## config.mk

```make
export PLATFORM = sky130hd
export DESIGN_NAME = seg7_scan_driver
export DESIGN_NICKNAME = d
export VERILOG_FILES = /design/src/rtl/display_pkg.sv /design/src/rtl/seg7_decode.sv /design/src/rtl/seg7_scan_driver.sv
export SDC_FILE = /design/constraint.sdc
export NUM_CORES = 1
export LEC_CHECK = 0
export ABC_AREA = 1
export CORE_UTILIZATION = 45
export CTS_BUF_LIST = sky130_fd_sc_hd__clkbuf_16
export CTS_CLUSTER_DIAMETER = 120
export CTS_CLUSTER_SIZE = 24
export DETAILED_ROUTE_END_ITERATION = 10
export PLACE_DENSITY_LB_ADDON = 0.3
export SLEW_MARGIN = 20
export SYNTH_ARGS = -nofsm -noshare
export SYNTH_HDL_FRONTEND = slang
export SYNTH_SLANG_ARGS = --single-unit
```

## constraint.sdc

```tcl
create_clock -name clk -period 2 [get_ports clk]
set_input_delay 0.2 -clock clk [delete_from_list [all_inputs] [get_ports clk]]
set_output_delay 0.2 -clock clk [all_outputs]
set_load 0.05 [all_outputs]
```

## src/rtl/display_pkg.sv

```systemverilog
// ----------------------------------------------------------------------------
// display_pkg
// Shared definitions for the four-digit seven-segment scan driver.
//   - DIGITS       : number of multiplexed digits on the board (fixed)
//   - SEG_0..SEG_F : segment patterns, bit 0 = segment a ... bit 6 = segment g,
//                    active-high
//   - an_onehot()  : digit index -> one-hot anode enable
// ----------------------------------------------------------------------------
package display_pkg;

    localparam int DIGITS = 4;

    localparam logic [6:0] SEG_0 = 7'h3F;
    localparam logic [6:0] SEG_1 = 7'h06;
    localparam logic [6:0] SEG_2 = 7'h5B;
    localparam logic [6:0] SEG_3 = 7'h4F;
    localparam logic [6:0] SEG_4 = 7'h66;
    localparam logic [6:0] SEG_5 = 7'h6D;
    localparam logic [6:0] SEG_6 = 7'h7D;
    localparam logic [6:0] SEG_7 = 7'h07;
    localparam logic [6:0] SEG_8 = 7'h7F;
    localparam logic [6:0] SEG_9 = 7'h6F;
    localparam logic [6:0] SEG_A = 7'h77;
    localparam logic [6:0] SEG_B = 7'h7C;
    localparam logic [6:0] SEG_C = 7'h39;
    localparam logic [6:0] SEG_D = 7'h5E;
    localparam logic [6:0] SEG_E = 7'h79;
    localparam logic [6:0] SEG_F = 7'h71;

    // Anode enable for a digit index. Always exactly one bit set, so the
    // display can never light two digits at once.
    function automatic logic [3:0] an_onehot(input logic [1:0] digit);
        logic [3:0] onehot;
        case (digit)
            2'd0:    onehot = 4'b0001;
            2'd1:    onehot = 4'b0010;
            2'd2:    onehot = 4'b0100;
            2'd3:    onehot = 4'b1000;
            default: onehot = 4'b0000;
        endcase
        return onehot;
    endfunction

endpackage

```

## src/rtl/seg7_decode.sv

```systemverilog
// ----------------------------------------------------------------------------
// seg7_decode
// Purely combinational hex nibble to seven-segment pattern decoder.
// Ports:
//   i_nibble [3:0] : hex digit to display
//   o_seg    [6:0] : segment pattern, active-high, o_seg[0]=a ... o_seg[6]=g
// ----------------------------------------------------------------------------
module seg7_decode
    import display_pkg::*;
(
    input  logic [3:0] i_nibble,
    output logic [6:0] o_seg
);

    // Nibble to segment lookup.
    always_comb begin
        o_seg = 7'h00;
        case (i_nibble)
            4'h0:    o_seg = SEG_0;
            4'h1:    o_seg = SEG_1;
            4'h2:    o_seg = SEG_2;
            4'h3:    o_seg = SEG_3;
            4'h4:    o_seg = SEG_4;
            4'h5:    o_seg = SEG_5;
            4'h6:    o_seg = SEG_6;
            4'h7:    o_seg = SEG_7;
            4'h8:    o_seg = SEG_8;
            4'h9:    o_seg = SEG_9;
            4'hA:    o_seg = SEG_A;
            4'hB:    o_seg = SEG_B;
            4'hC:    o_seg = SEG_C;
            4'hD:    o_seg = SEG_D;
            4'hE:    o_seg = SEG_E;
            4'hF:    o_seg = SEG_F;
            default: o_seg = 7'h00;
        endcase
    end

endmodule

```

## src/rtl/seg7_scan_driver.sv

```systemverilog
// ----------------------------------------------------------------------------
// seg7_scan_driver
// Time-multiplexed driver for a four-digit seven-segment display. A loaded
// value is held in a shadow register and only becomes visible at a frame
// boundary, so a frame never mixes digits of two different values.
//
// Parameters:
//   CLK_DIV : clock cycles each digit stays lit (>= 2)
// Ports:
//   clk          : system clock
//   rst          : asynchronous reset, active-high
//   load         : one-cycle strobe, captures value
//   value [15:0] : nibble i is shown on digit i (digit 0 rightmost)
//   lzs          : leading-zero suppression enable
//   blank_mask[3:0] : bit i forces digit i dark
//   leds  [6:0]  : segment drive, active-high (registered)
//   an    [3:0]  : one-hot digit enable, active-high (registered)
//   frame_done   : one-cycle pulse after the digit-3 slot ends (registered)
// ----------------------------------------------------------------------------
module seg7_scan_driver
    import display_pkg::*;
#(
    parameter int CLK_DIV = 50000
)(
    input  logic        clk,
    input  logic        rst,
    input  logic        load,
    input  logic [15:0] value,
    input  logic        lzs,
    input  logic [3:0]  blank_mask,
    output logic [6:0]  leds,
    output logic [3:0]  an,
    output logic        frame_done
);

    localparam int DIV_W = (CLK_DIV > 2) ? $clog2(CLK_DIV) : 1;
    localparam logic [DIV_W-1:0] DIV_LAST  = DIV_W'(CLK_DIV - 1);
    localparam logic [1:0]       DIGIT_LAST = 2'(DIGITS - 1);

    logic [DIV_W-1:0] r_div_cnt;
    logic [1:0]       r_digit;
    logic [15:0]      r_shadow;
    logic [15:0]      r_active;
    logic             r_pending;
    logic [6:0]       r_leds;
    logic [3:0]       r_an;
    logic             r_frame_done;

    logic             w_tick;
    logic             w_boundary;
    logic [3:0]       w_nibble;
    logic [6:0]       w_seg;
    logic             w_lz_dark;
    logic             w_dark;

    assign w_tick     = (r_div_cnt == DIV_LAST);
    assign w_boundary = w_tick && (r_digit == DIGIT_LAST);

    // Prescaler and digit scan counter; the digit wraps to 0 at the boundary.
    always_ff @(posedge clk or posedge rst) begin
        if (rst) begin
            r_div_cnt <= '0;
            r_digit   <= 2'd0;
        end else if (w_tick) begin
            r_div_cnt <= '0;
            r_digit   <= w_boundary ? 2'd0 : r_digit + 2'd1;
        end else begin
            r_div_cnt <= r_div_cnt + DIV_W'(1);
        end
    end

    // Shadow/active value handling. A load coinciding with the boundary goes
    // straight to the active register so it shows in the very next frame;
    // otherwise the latest load waits in the shadow until the boundary.
    always_ff @(posedge clk or posedge rst) begin
        if (rst) begin
            r_shadow  <= 16'h0000;
            r_active  <= 16'h0000;
            r_pending <= 1'b0;
        end else if (load && w_boundary) begin
            r_shadow  <= value;
            r_active  <= value;
            r_pending <= 1'b0;
        end else if (load) begin
            r_shadow  <= value;
            r_pending <= 1'b1;
        end else if (w_boundary && r_pending) begin
            r_active  <= r_shadow;
            r_pending <= 1'b0;
        end else begin
            r_pending <= r_pending;
        end
    end

    // Select the nibble of the digit currently being scanned.
    always_comb begin
        w_nibble = 4'h0;
        case (r_digit)
            2'd0:    w_nibble = r_active[3:0];
            2'd1:    w_nibble = r_active[7:4];
            2'd2:    w_nibble = r_active[11:8];
            2'd3:    w_nibble = r_active[15:12];
            default: w_nibble = 4'h0;
        endcase
    end

    // A digit is a leading zero when it and every more-significant nibble are
    // zero; digit 0 always stays lit so a zero value still shows "0".
    always_comb begin
        w_lz_dark = 1'b0;
        case (r_digit)
            2'd0:    w_lz_dark = 1'b0;
            2'd1:    w_lz_dark = (r_active[15:4]  == 12'h000);
            2'd2:    w_lz_dark = (r_active[15:8]  == 8'h00);
            2'd3:    w_lz_dark = (r_active[15:12] == 4'h0);
            default: w_lz_dark = 1'b0;
        endcase
    end

    assign w_dark = blank_mask[r_digit] | (lzs & w_lz_dark);

    seg7_decode u_decode (
        .i_nibble (w_nibble),
        .o_seg    (w_seg)
    );

    // Output registers: one cycle behind the scan state, dark digits drive
    // neither anode nor segments.
    always_ff @(posedge clk or posedge rst) begin
        if (rst) begin
            r_an         <= 4'b0000;
            r_leds       <= 7'h00;
            r_frame_done <= 1'b0;
        end else begin
            r_an         <= w_dark ? 4'b0000 : an_onehot(r_digit);
            r_leds       <= w_dark ? 7'h00   : w_seg;
            r_frame_done <= w_boundary;
        end
    end

    assign leds       = r_leds;
    assign an         = r_an;
    assign frame_done = r_frame_done;

endmodule

```

# Word level (Yosys, flattened, before mapping)
# Memory sizes are Yosys's and may differ from the RTL's.
# Cells that the tools add are included.
[op_classes]
shifts = 0
mul = 0
div_mod_pow = 0
eq_ne = 5
bitwise = 2
add_sub_neg = 2
reduce_logical = 11
order_cmp = 1
mux = 17
[op_table]
columns = ["operator", "n"]
rows = [
  ["2-to-1 mux 16 bit", 6],
  ["case mux 4 bit (4 select lines)", 2],
  ["adder 16 x 1 -> 16 bit, second input constant", 1],
  ["equality test 16 bit, second input constant", 1],
  ["zero test 12 bit", 1],
  ["zero test 8 bit", 1],
  ["2-to-1 mux 7 bit", 1],
  ["equality test 2 bit, second input constant", 2],
  ["zero test 4 bit", 1],
  ["2-to-1 mux 1 bit", 4],
  ["2-to-1 mux 4 bit", 1],
  ["case mux 1 bit (4 select lines)", 1],
  ["nonzero test 2 bit", 2],
  ["logical AND 1 bit", 3],
  ["< comparator 2 x 3 -> 1 bit, second input constant", 1],
  ["nonzero test 3 bit", 1],
  ["adder 2 x 1 -> 2 bit, second input constant", 1],
  ["binary-select mux 1 bit (select 2 bit)", 1],
  ["equality test 2 x 1 -> 1 bit, second input constant", 1],
  ["zero test 2 bit", 1],
  ["2-to-1 mux 2 bit", 1],
  ["!= test 2 x 1 -> 1 bit, second input constant", 1],
  ["AND reduction 2 bit", 1],
  ["bitwise AND 1 bit", 1],
  ["OR 1 bit", 1],
]
[word_totals]
input_bits = 24
latch_bits = 0
elab_cells = 47
mem_bits_ro = 112
mem_bits_rw = 0
n_memories = 1
output_inout_bits = 12
ff_bits = 63
[memory_table]
columns = ["memory", "depth", "width", "rd", "rd_clocked_by_memory_dff", "write_ports", "line", "text"]
rows = [
  ["(name not given)", 16, 7, 1, 0, 0, "seg7_decode.sv:18", "case (i_nibble)"],
]

# Longest topological paths before layout
# Gate-level depths: netlist of run 1.
[logic_depth]
depth_word = 6
mapped_depth = 13
ltp_nobuf = 13

# Hierarchy
# Synthesis of run 1 repeated with hierarchy kept, for this count alone.
[hier_totals]
hier_cells = 433
area_unflattened_um2 = 3320.7
[by_module_without_submodules]
columns = ["module", "instances", "area_per_inst_um2", "seq_area_each_um2", "cells_per_inst"]
rows = [
  ["seg7_scan_driver", 1, 3050.4, 1576.5, 381],
  ["seg7_decode", 1, 270.3, 0.0, 52],
]

# Worst setup path after synthesis of run 1
# Ideal clock, no wire load.
[synth_path]
path_type = "register to register"
start = "reg r_digit[0]"
end = "reg r_leds[3] (netlist: leds[3])"
slack_ps = 109
setup_time_ps = 121
path_stages_with_launch = 13
t_required_ps = 1879
period_less_slack_ps = 1891
path_buffers = 0
arrival_time_ps = 1770
cell_sequence = "dfrtp_1 inv_1 ha_1 inv_2 or2_2 o21ai_2 inv_2 ha_1 inv_1 nand2_1 nand3_1 nand2_1 nor2_1"
[synth_between]
elab_chain_cells = 5
word_cells_on_any_way = 12
classes_between = "eq/ne (3); mux (5); bitwise (2); reduce/logical (1); memory (1)"
[synth_rtl]
columns = ["element", "line", "text"]
rows = [
  ["from (decl)", "seg7_scan_driver.sv:41", "logic [1:0] r_digit;"],
  ["from (signal assigned)", "seg7_scan_driver.sv:66", "r_digit <= w_boundary ? 2'd0 : r_digit + 2'd1;"],
  ["parallel branches: the longest is 4 deep, another holds memory read (16 x 7 bit)", "-", ""],
  ["2-to-1 mux 7 bit (*)", "seg7_scan_driver.sv:136", "r_leds <= w_dark ? 7'h00 : w_seg;"],
  ["to (signal assigned)", "seg7_scan_driver.sv:136", ""],
  ["to (decl)", "seg7_scan_driver.sv:45", "logic [6:0] r_leds;"],
]
# Mark *: on every way between the ends. The select of a mux whose other input is x is not followed.
# A chain may end at the register's enable or synchronous reset.

# Worst setup path in the final report of run 1
[layout_path]
start = "reg r_digit[0]"
end = "reg r_leds[6] (netlist: leds[6])"
# Same word-level chain as after synthesis.

==> summary.txt, run 1 <==
post-route clock skew - 0.00570 ns
library cell with the largest summed area after synthesis - dfrtp_1
clock root buffer master - clkbuf_16
antenna violations before repair - 0
part of the Yosys area used for sequential elements - 0.517
setup violators final - 0
number of placement rows - 29
number of DRC markers after the initial detailed-route iteration - 158
Overflow after GRT - 0
Max Fclk - 0.538 GHz
synth-to-layout area growth - 29.7%
first-pass detailed-route iteration total - 7
area inside the core boundary - 0.00646 sq mm
full die area - 0.00711 sq mm
category of the worst setup path launch point - flip-flop
commonest cells after routing, fill and taps aside - nand2_1 (142), dfrtp_1 (63), nor2_1 (36), clkdlybuf4s50_1 (35)
total number of H-tree levels - 3
leakage - 2.06 nW
count of flip-flops with a built-in enable after synthesis - 0
proportion of synthesized flip-flops having asynchronous set or reset - 1.00
synthesized net count - 415
post-DP HPWL - 4.40 mm
pin count of the biggest net entering global routing - 27
global-route wire length before repair - 11.0 mm
share of the cycle needed by the critical path after routing - 0.929
Syn Area/Cell - 8.01 sq um
number of register bits inferred by synthesis - 63
effective utilization at floorplan - 0.472
die boundary width - 84.3 um
Cell Pwr Density - 781 mW/mm^2
Critical Path Fanout Max - 6
warnings from Yosys - 0
Vias per Instance - 4.96
post-route cell area - 0.00396 sq mm
Total Power - 0.00309 W
Detail Route Antenna Nets - 0
area of placed instances - 0.00355 sq mm
share of cells above drive strength 1 - 0.120
Ports - 36
worst-skew pair later-pin latency - 0.33 ns
post-synthesis cell count - 381
buffers from clock root to sink, at most - 2
total wire length after detailed routing - 6.27 mm
dominant register cell in the synthesized netlist - dfrtp_1
number of clock buffers inserted by TritonCTS - 9
status - finished, violations left
clock-pin slew reported for the worst setup and hold paths after clock tree synthesis - 0.05 ns
DRC violations left - 4
kind of end point of the critical path - flip-flop
die extent in y - 84.3 um
number of global-route vias before repair - 2,499
total clock sinks - 63
total number of vias - 2,563
count of distinct cell types in the synthesized netlist - 28
Post-layout nets - 470
worst slew pin tran - 0.590 ns
global routing usage summed across all routing layers - 0.195
Slew Viols, Final - 0
arrival time of data at the critical path endpoint - 2.10 ns
area fraction of the dominant cell type after synthesis - 0.517
IO Port Bufs - 35
Crit Path Category - reg -> reg
commonest non-fill, non-tap cell in the layout - nand2_1
failing checks - DRC
RePlAce Congestion - 0.894
TritonCTS clock tree - done
number of maximum-capacitance constraint violations - 0
Post-Synthesis Cell Area - 0.00305 sq mm
Final Hold Viols - 0
worst slew margin relative to its limit - 0.606
Data required, critical path - 2.24 ns
IR drop worst, VDD - 515 uV
Tmin final - 1.86 ns
number of antenna diodes - 0
Setup TNS - 0 ns
WL/cell - 12.1 um
share of the core filled with cells - 0.613
HP Class - in -> async
leading post-synthesis cells by cell area - dfrtp_1 (52%), nand2_1 (18%), nand3_1 (4.9%), nor2_1 (4.7%), ha_1 (4.1%)
[power by group]
group          switching (W)  internal (W)
clock network       0.000525       0.00107
registers         0.00000946       0.00131
logic               0.000100     0.0000764
total               0.000635       0.00246
[cells in the mapped netlist (3+ instances only)]
| library cell | instances |
|---|---|
| inv_1 | 33 |
| o21ai_0 | 14 |
| nand4_1 | 3 |
| nand3_1 | 30 |
| a21oi_1 | 7 |
| nor3_1 | 8 |
| dfrtp_1 | 63 |
| ha_1 | 10 |
| buf_2 | 5 |
| nor2_1 | 38 |
| xor2_1 | 4 |
| nand2_1 | 144 |
[critical path, stage by stage, from the launching register on]
cell,delay (ns)
dfrtp_1,0.38
buf_4,0.16
ha_2,0.19
nand2_1,0.07
nand2_1,0.07
nor2_2,0.16
nor2_4,0.07
buf_4,0.14
ha_1,0.20
nand2_1,0.09
nand3_1,0.08
a21oi_1,0.16
[routing by layer]
metal | part of all wire | global-route usage | up-vias
met5 | 0 | 0 | -
met4 | 0.015 | 0.0678 | 0
met3 | 0.048 | 0.0610 | 13
met2 | 0.47 | 0.312 | 62
met1 | 0.47 | 0.251 | 1184
li1 | - | - | 1304
[cell type report]
| type | instances | area, sq um |
|---|---|---|
| well taps | 77 | 96.3 |
| clock buffers | 9 | 225 |
| repair buffers | 52 | 503 |
| multi-input cells | 274 | 1340 |
| flip-flops and latches | 63 | 1580 |
| fillers | 554 | 2500 |
| inverters | 36 | 135 |
| clock inverters | 6 | 77.6 |
[state kept, by name, summed over array words and instances, names as in the netlist]
| register | cells |
|---|---|
| an | 4 |
| frame_done | 1 |
| leds | 7 |
| r_active | 16 |
| r_digit | 2 |
| r_div_cnt | 16 |
| r_pending | 1 |
| r_shadow | 16 |
[cells by family after synthesis]
group	count (synthesis)	synth area share
and+or+nand+nor	233	0.320
DFF	63	0.517
adders and majority gates	10	0.0410
xor gates and xnor gates	5	0.0144
AOI/OAI and AO/OA	26	0.0468
buffers and inverters	44	0.0611
[metrics by stage]
step,worst slack (ns),instances,hold WS [ns]
6_report,0.142,517,0.256
5_1_grt,-0.0377,517,0.320
4_1_cts,0.0323,510,0.276
3_5_place_dp,-0.0441,495,0.454
3_3_place_gp,0.0527,495,0.448
2_1_floorplan,0.109,381,0.333
[timing repair]
action,in CTS,in global routing
hold buffers,0,0
pin swaps,0,3
setup endpoints to repair,3,7
resized for setup,1,15
setup buffers,0,7
gates cloned,0,0
[path summary, 6_finish.rpt]
check	startpoint	to	slack, ns	depth (start not counted)
min reg2reg	r_div_cnt[0]	r_div_cnt[0]	0.45	1
min in group clk	value[11]	r_shadow[11]	0.43	3
max reg2reg	r_digit[0]	leds[6]	0.14	11
max in group asynchronous	rst	an[1]	1.23	3
min	rst	r_pending	0.26	2
max	r_digit[0]	leds[6]	0.14	11
Note: power is estimated with default switching activity, not from simulation.
==> inputs of run 2 (changes only) <==
--- a/config.mk
+++ b/config.mk
@@ -6,6 +6,7 @@
 export NUM_CORES = 1
 export LEC_CHECK = 0
 export ABC_AREA = 1
+export CORE_MARGIN = 4
 export CORE_UTILIZATION = 45
 export CTS_BUF_LIST = sky130_fd_sc_hd__clkbuf_16
 export CTS_CLUSTER_DIAMETER = 120
==> constraint.sdc (replaced) <==
create_clock -name clk -period 1.52 [get_ports clk]
set_input_delay 0.152 -clock clk [delete_from_list [all_inputs] [get_ports clk]]
set_output_delay 0.152 -clock clk [all_outputs]
set_load 0.05 [all_outputs]
==> summary.txt, run 2 (synthesis gave the netlist of run 1 again) <==
status - finished, violations left
failing checks - setup timing
IR drop worst, VDD - 723 uV
part of the total power dissipated in combinational logic - 0.058
global-route wire length before repair - 12.1 mm
clock root buffer master - clkbuf_16
share of the cycle needed by the critical path after routing - 1.23
category of the worst setup path launch point - flip-flop
CP peak stage delay - 0.42 ns
pin count of the biggest net entering global routing - 64
Tmin final - 1.87 ns
Register-to-Register Path Depth - 13
arrival time of data at the critical path endpoint - 2.10 ns
IO Port Bufs - 35
WL/cell - 15.5 um
chain of cells forming the critical path - inv_2 > ha_4 > nand2_2 > nand2_2 > nor2_2 > nor2_2 > inv_2 > ha_4 > inv_4 > nand2_2 > nand3_2 > nand2_1 > nor2_1
RePlAce Congestion - 0.929
kind of cell with the highest combined delay on the critical path - simple AND/OR/NAND/NOR gates
leakage - 2.39 nW
number of DRC markers after the initial detailed-route iteration - 203
Power Internal - 0.00342 W
Setup TNS - -3.13 ns
Post-layout nets - 510
Ports - 36
TritonCTS clock tree - done
Detail Route Antenna Nets - 0
worst-case setup margin in the final layout - -0.354 ns
total number of H-tree levels - 3
post-DP HPWL - 4.51 mm
Cell Pwr Density - 906 mW/mm^2
global routing usage summed across all routing layers - 0.181
Crit Path Category - reg -> reg
commonest cells after routing, fill and taps aside - nand2_1 (113), dfrtp_1 (63), buf_4 (50), nor2_1 (27), nand2_2 (26)
total number of vias - 2,882
Max Fclk - 0.534 GHz
synth-to-layout area growth - 57.2%
switching portion of total power - 0.212
minimum setup slack after placement - -0.383 ns
share of cells above drive strength 1 - 0.387
sequential group share of total power - 0.400
full die area - 0.00816 sq mm
worst slew margin relative to its limit - 0.698
clock-pin slew reported for the worst setup and hold paths after clock tree synthesis - 0.06 ns
setup violators final - 28
total wire length after detailed routing - 8.64 mm
HP Class - in -> async
combined buffer and inverter count along the critical path - 3
worst slew pin tran - 0.453 ns
effective utilization at floorplan - 0.472
Crit-path slowest cell - dfrtp_1
number of maximum-capacitance constraint violations - 0
number of non-filler instances in the completed layout - 558
post-route cell area - 0.00479 sq mm
setup repair after global routing missed its margin - true
commonest non-fill, non-tap cell in the layout - nand2_1
fillcell total - 464
clock group share of total power - 0.541
DRC violations left - 0
Vias per Instance - 5.16
flop-to-flop setup slack - -0.35 ns
die boundary width - 90.3 um
first-pass detailed-route iteration total - 4
kind of end point of the critical path - flip-flop
post-route clock skew - 0.00669 ns
area inside the core boundary - 0.00646 sq mm
Data required, critical path - 1.75 ns
library cell appearing most often on the critical path - nand2_2
total clock sinks - 63
number of placement rows - 29
die extent in y - 90.3 um
post-placement cell count - 519
Overflow after GRT - 0
worst r2r dst - leds[3]
worst-skew pair later-pin latency - 0.33 ns
number of global-route vias before repair - 2,699
share of the core filled with cells - 0.742
number of antenna diodes - 0
Regs by FF count - r_active: 16 flops, r_div_cnt: 16 flops, r_shadow: 16 flops
Final Hold Viols - 0
area of placed instances - 0.00373 sq mm
number of clock buffers inserted by TritonCTS - 9
start of the worst register-to-register path - r_digit[0]
switching power total - 0.000921 W
Slew Viols, Final - 0
buffers from clock root to sink, at most - 2
antenna violations before repair - 0
Critical Path Fanout Max - 4
-- run 2: worst max path at each step --
stage	startpoint	to	slack, ns	cells after the start
final	r_digit[0]	leds[3]	-0.35	13
after global routing	r_digit[0]	leds[3]	-0.43	13
after CTS	r_digit[1]	leds[0]	-0.20	12
after detailed placement	r_digit[0]	leds[3]	-0.38	12
after global placement	r_digit[0]	leds[3]	-0.30	12
after floorplan	r_digit[0]	leds[3]	-0.33	12
-- run 2: layer usage --
| layer | part of all wire | wire (um) | global-route usage |
|---|---|---|---|
| met1 | 0.41 | 3580 | 0.224 |
| met5 | 0 | 0 | 0 |
| met3 | 0.044 | 382 | 0.0358 |
| met4 | 0.022 | 192 | 0.0689 |
| met2 | 0.52 | 4490 | 0.312 |
-- run 2: cell type report --
cell class	instances	area, sq um	share of cell area
clock inverter	7	113	0.0235
clock buffer	9	225	0.0470
inverter	36	151	0.0316
multi-input combinational	275	1750	0.365
timing repair buffer	91	885	0.184
tap	77	96.3	0.0201
sequential	63	1580	0.329
-- run 2: stage by stage --
stage	hold slack (ns)	total power, W
floorplan	0.277	0.00189
global placement	0.456	0.00200
detailed placement	0.460	0.00200
CTS	0.279	0.00432
global route	0.294	0.00447
finish	0.254	0.00434
-- run 2: tightest hold or removal path, cell delays in order --
cell,delay [ns]
clkdlybuf4s50_1,0.44
clkinvlp_4,0.10
buf_12,0.29
-- run 2: power by group through the flow --
| stage | clock [W] | combinational, W | sequential (W) |
|---|---|---|---|
| after global placement | 0 | 0.000231 | 0.00177 |
| after detailed placement | 0 | 0.000234 | 0.00177 |
| final | 0.00235 | 0.000253 | 0.00174 |
| after global routing | 0.00245 | 0.000280 | 0.00174 |
| after floorplan | 0 | 0.0000872 | 0.00180 |
| after CTS | 0.00234 | 0.000238 | 0.00174 |
-- run 2: what timing repair did --
action	CTS	global route
hold buffers	0	0
setup endpoints to repair	25	38
buffers inserted	7	12
resized for setup	38	97
pin swaps	12	47
gates cloned	0	4
